--- config.mk ---
export PLATFORM = sky130hd
export DESIGN_NAME = reset_request_ctrl
export DESIGN_NICKNAME = d
export VERILOG_FILES = /design/src/rtl/reset_request_ctrl.sv
export SDC_FILE = /design/constraint.sdc
export NUM_CORES = 1
export LEC_CHECK = 0
export CAP_MARGIN = 30
export CORE_MARGIN = 10
export CORE_UTILIZATION = 45
export CTS_CLUSTER_DIAMETER = 50
export DETAILED_ROUTE_END_ITERATION = 7
export PLACE_DENSITY = 0.65
export SLEW_MARGIN = 20
export SYNTH_ARGS = -nofsm -noshare
export SYNTH_HDL_FRONTEND = slang
export SYNTH_SLANG_ARGS = --single-unit
--- constraint.sdc ---
create_clock -name clk -period 3.2 [get_ports clk]
set_input_delay 0.8 -clock clk [delete_from_list [all_inputs] [get_ports clk]]
set_output_delay 0.8 -clock clk [all_outputs]
set_load 0.005 [all_outputs]
--- src/rtl/reset_request_ctrl.sv ---
// Reset request controller: turns software or watchdog reset requests into a
// timed, handshaked EXT_RST_N sequence with the external reset controller.
module reset_request_ctrl #(
    parameter int PULSE_CYCLES = 16,
    parameter int WAIT_CYCLES  = 1024,
    parameter int WDT_CYCLES   = 65535
) (
    input  logic       clk,
    input  logic       reset,
    input  logic       sw_rst_req,
    input  logic       wdt_en,
    input  logic       wdt_kick,
    input  logic       fabric_reset_n,
    output logic       ext_rst_n,
    output logic       rst_busy,
    output logic       rst_done,
    output logic       rst_timeout,
    output logic [1:0] cause
);

    typedef enum logic [1:0] {
        IDLE,
        ASSERT,
        WAIT_LOW,
        WAIT_HIGH
    } state_t;

    localparam int TMAX   = (PULSE_CYCLES > WAIT_CYCLES) ? PULSE_CYCLES : WAIT_CYCLES;
    localparam int TCNT_W = $clog2(TMAX + 1);
    localparam int WDT_W  = $clog2(WDT_CYCLES + 1);

    localparam logic [TCNT_W-1:0] PULSE_LAST = TCNT_W'(PULSE_CYCLES - 1);
    localparam logic [TCNT_W-1:0] WAIT_LAST  = TCNT_W'(WAIT_CYCLES - 1);
    localparam logic [WDT_W-1:0]  WDT_LAST   = WDT_W'(WDT_CYCLES - 1);

    state_t            state;
    state_t            state_next;
    logic [TCNT_W-1:0] tcnt;
    logic [TCNT_W-1:0] tcnt_next;
    logic [WDT_W-1:0]  wdt_cnt;
    logic              fr_meta;
    logic              fr_s;
    logic              wdt_fire;
    logic              accept;
    logic              timeout_set;
    logic              done_set;

    // fabric_reset_n comes from another reset domain; only fr_s is used below.
    always_ff @(posedge clk or posedge reset) begin
        if (reset) begin
            fr_meta <= 1'b1;
            fr_s    <= 1'b1;
        end else begin
            fr_meta <= fabric_reset_n;
            fr_s    <= fr_meta;
        end
    end

    assign wdt_fire = (state == IDLE) && wdt_en && !wdt_kick && (wdt_cnt == WDT_LAST);
    assign accept   = (state == IDLE) && (sw_rst_req || wdt_fire);

    always_ff @(posedge clk or posedge reset) begin
        if (reset) begin
            wdt_cnt <= '0;
        end else if (!wdt_en || (state != IDLE) || wdt_kick || wdt_fire) begin
            wdt_cnt <= '0;
        end else begin
            wdt_cnt <= wdt_cnt + WDT_W'(1);
        end
    end

    // The shared phase counter restarts on every state change and saturates.
    always_comb begin
        state_next  = state;
        timeout_set = 1'b0;
        done_set    = 1'b0;
        tcnt_next   = (tcnt == '1) ? tcnt : tcnt + TCNT_W'(1);

        case (state)
            IDLE: begin
                if (accept) begin
                    state_next = ASSERT;
                end
            end
            ASSERT: begin
                if (tcnt == PULSE_LAST) begin
                    state_next = WAIT_LOW;
                end
            end
            WAIT_LOW: begin
                if (!fr_s) begin
                    state_next = WAIT_HIGH;
                end else if (tcnt == WAIT_LAST) begin
                    state_next  = IDLE;
                    timeout_set = 1'b1;
                end
            end
            WAIT_HIGH: begin
                if (fr_s) begin
                    state_next = IDLE;
                    done_set   = 1'b1;
                end else if (tcnt == WAIT_LAST) begin
                    state_next  = IDLE;
                    timeout_set = 1'b1;
                end
            end
            default: begin
                state_next = IDLE;
            end
        endcase

        if (state_next != state) begin
            tcnt_next = '0;
        end
    end

    // Outputs are registered from the next state so they change with the state.
    always_ff @(posedge clk or posedge reset) begin
        if (reset) begin
            state       <= IDLE;
            tcnt        <= '0;
            ext_rst_n   <= 1'b1;
            rst_busy    <= 1'b0;
            rst_done    <= 1'b0;
            rst_timeout <= 1'b0;
            cause       <= 2'b00;
        end else begin
            state     <= state_next;
            tcnt      <= tcnt_next;
            ext_rst_n <= !((state_next == ASSERT) || (state_next == WAIT_LOW));
            rst_busy  <= (state_next != IDLE);
            rst_done  <= done_set;
            if (accept) begin
                cause       <= wdt_fire ? 2'b10 : 2'b01;
                rst_timeout <= 1'b0;
            end else if (timeout_set) begin
                rst_timeout <= 1'b1;
            end
        end
    end

endmodule

==> metrics <==
drt pass-1 iters 5; die height 84.04 µm; share of total power in the clock network 33.4%; hold path startpoint fr_meta; final hold vios 0; FF-to-FF Start tcnt[0]; Final Wtd Congestion 0.8158; Hold Buf Count CTS 0; met2 WL 1793 µm; cell internal pwr 0.9005 mW; Yosys top cell area share 46.10%; wire per inst 13.58 µm; hpwl dp 2511 µm; top-count cell post-synth nor2_1; IO Pins 12; Max-slew headroom 61.41%; Unique masters post-synth 35; Net Sw Power 0.3490 mW; PD cells 595.9 nW/µm²; Root Driver clkbuf_8; # H-tree levels 2; Sw Share 27.93%; type of the worst setup path reg -> reg; CTS Buf Count 5; critical path capture point type flip-flop; Clk pin slew, worst setup/hold paths 0.07 ns; fin nets 217; crit-path most repeated cell ha_1; CP Cell Sequence ha_1, nand3_1, nor4_1, o21ai_0, a31oi_1, ha_1, inv_1; worst r2r path cells 7; CTS tree built; largest net degree at the start of global routing 38; warnings from Yosys 0; total of max-cap violations 0; register area share after synthesis 50.37%; Worst Path Buf+Inv 1; row count 23; Clock Skew 0.01039 ns; first-pass GRT wire length 6354 µm; Total Negative Setup Slacks 0 ns; Max rail drop VDD 0.0003958 V; Crit. path cell count 7; ant diodes 0; Final period util 69.06%; clock sinks 37; largest stage delay on the critical path 0.54 ns; layout cells sized above 1 7.212%; I/O Buffers 11; Top Metal Used met4; Worst Hold Class reg -> reg; Hold WS 0.3638 ns; Tot GR Track Use 10.67%; Main synth FF type dfrtp_1; largest cells by area after synthesis dfrtp_1 46%, nor2_1 7.5%, xor2_1 6.2%; Max Slew Vio Count 0; WP data arrival 2.45 ns; multi-input combinational cell area 840.8 µm²; number of global-route vias before repair 1399; Vias 1395; Mapped Area 1846 µm²; die width 84.04 µm; CP Launch Type flip-flop; initial core utilization 46.47%; top post-synthesis cells by count 37 x nor2_1, 34 x dfrtp_1, 14 x nand2_1; asr flop ratio synth 100.0%; Yosys reg bits 37; status completed; CP top delay family simple AND/OR/NAND/NOR gates; Resized cells post-CTS 0; register area 929.6 µm²; FF-to-FF End ext_rst_n; RSZ-0062 raised after global routing false; Metal-1 WL 1574 µm; post-synth net total 205; initial DRC count 115; post-CTS setup buffer count 0; maximum root-to-sink buffer count 2; Post-synth EDFFs 0; met3 wire length 90 µm; Seq pwr share 47.6%; Die ar. 7063 µm²; crit path from tcnt[0]; final wirelength 3504 µm; worst skew pair latency 0.29 ns; critical path endpoint ext_rst_n; endpoints failing setup 0; core area 3971 µm²; CP max stage cell nor4_1; CP required 3.44 ns; FF-to-FF setup slack 0.99 ns; ANT nets after route 0; Yosys top cell by area dfrtp_1; Gate Count Post-Synth 195; Slew @ Worst Pin 0.5745 ns; DR vias/cell 5.407; Synth Area per Inst 9.464 µm²; gr ovfl total 0; Fmax 452.5 MHz; initial antenna violation count 0; FILL cells 353; combinational group share of total power 19.0%; CP max FO 8; min Tclk post-route 2.210 ns; Leak 0.8867 nW; area delta synth->final 13.63%; drt drc 0
## cells in the final DEF (no fill, tap or decap), types with 2 or more instances in the layout
cell type and instances:
xnor2_1 5, and4_1 2, or4_1 2, nor3_1 3, nor3b_1 2, a21o_1 2
clkdlybuf4s50_1 11, nand3_1 13, xor2_1 13, nand2b_1 2, a211oi_1 3, dfrtp_1 34
nand2_1 14, nor4_1 4, a31oi_1 2, o21ai_0 5, inv_1 8, clkbuf_8 6
a21oi_1 8, ha_1 4, nor2_1 37, and3_1 3, nand4_1 9, nor2b_1 2
dfstp_2 3
## state kept, by name (all words and copies together) (netlist names)
signal	count
cause	2
ext_rst_n	1
fr_meta	1
fr_s	1
rst_busy	1
rst_done	1
rst_timeout	1
state	2
tcnt	11
wdt_cnt	16
## per-layer routing
metal	vias to the layer above	global-route usage, %
met2	15	18.53
met3	6	2.734
met1	680	11.74
li1	694	-
met5	-	0
met4	0	5.023
## cell families (layout without fill, tap and decap cells)
kind of cell | Yosys count | in the layout | share of synthesized area, %
AO/OA/AOI/OAI | 24 | 24 | 8.068
multiplexers | 1 | 1 | 0.5424
XOR/XNOR | 18 | 18 | 8.542
adder cells (fa/ha/maj) | 4 | 4 | 2.712
buffers and inverters | 15 | 28 | 4.068
flip-flops | 37 | 37 | 50.37
AND/OR/NAND/NOR | 96 | 96 | 25.69
## power groups by stage
stage | clock network (mW) | logic (mW) | registers [mW]
floorplan | 0 | 0.196 | 0.579
detailed placement | 0 | 0.245 | 0.602
CTS | 0.425 | 0.245 | 0.594
global placement | 0 | 0.233 | 0.599
global route | 0.447 | 0.277 | 0.608
finish | 0.417 | 0.237 | 0.595
## worst min-delay path by stage
stage               depth (start not counted)  slack, ns  endpoint
floorplan                                   0       0.35      fr_s
global placement                            0       0.35      fr_s
detailed placement                          0       0.36      fr_s
CTS                                         0       0.37      fr_s
global route                                0       0.37      fr_s
finish                                      0       0.36      fr_s
## through the flow
stage	util, %	cells	setup slack, ns	area (µm²)	power (mW)
after detailed placement	49.87	250	0.7563	1981	0.8468
after global placement	49.87	250	0.8239	1981	0.8323
after CTS	52.80	258	1.000	2097	1.264
final	52.80	258	0.9901	2097	1.250
after floorplan	-	195	1.306	1846	0.7745
after global routing	52.80	258	0.7706	2097	1.331
## cell type report
class | instances | area share (%)
flip-flops and latches | 37 | 44.33
clock buffers | 7 | 4.117
repair buffers | 12 | 5.609
inverters | 8 | 1.432
well taps | 50 | 2.983
clock inverters | 1 | 1.432
multi-input cells | 143 | 40.10
(Power assumes the default switching activity.)
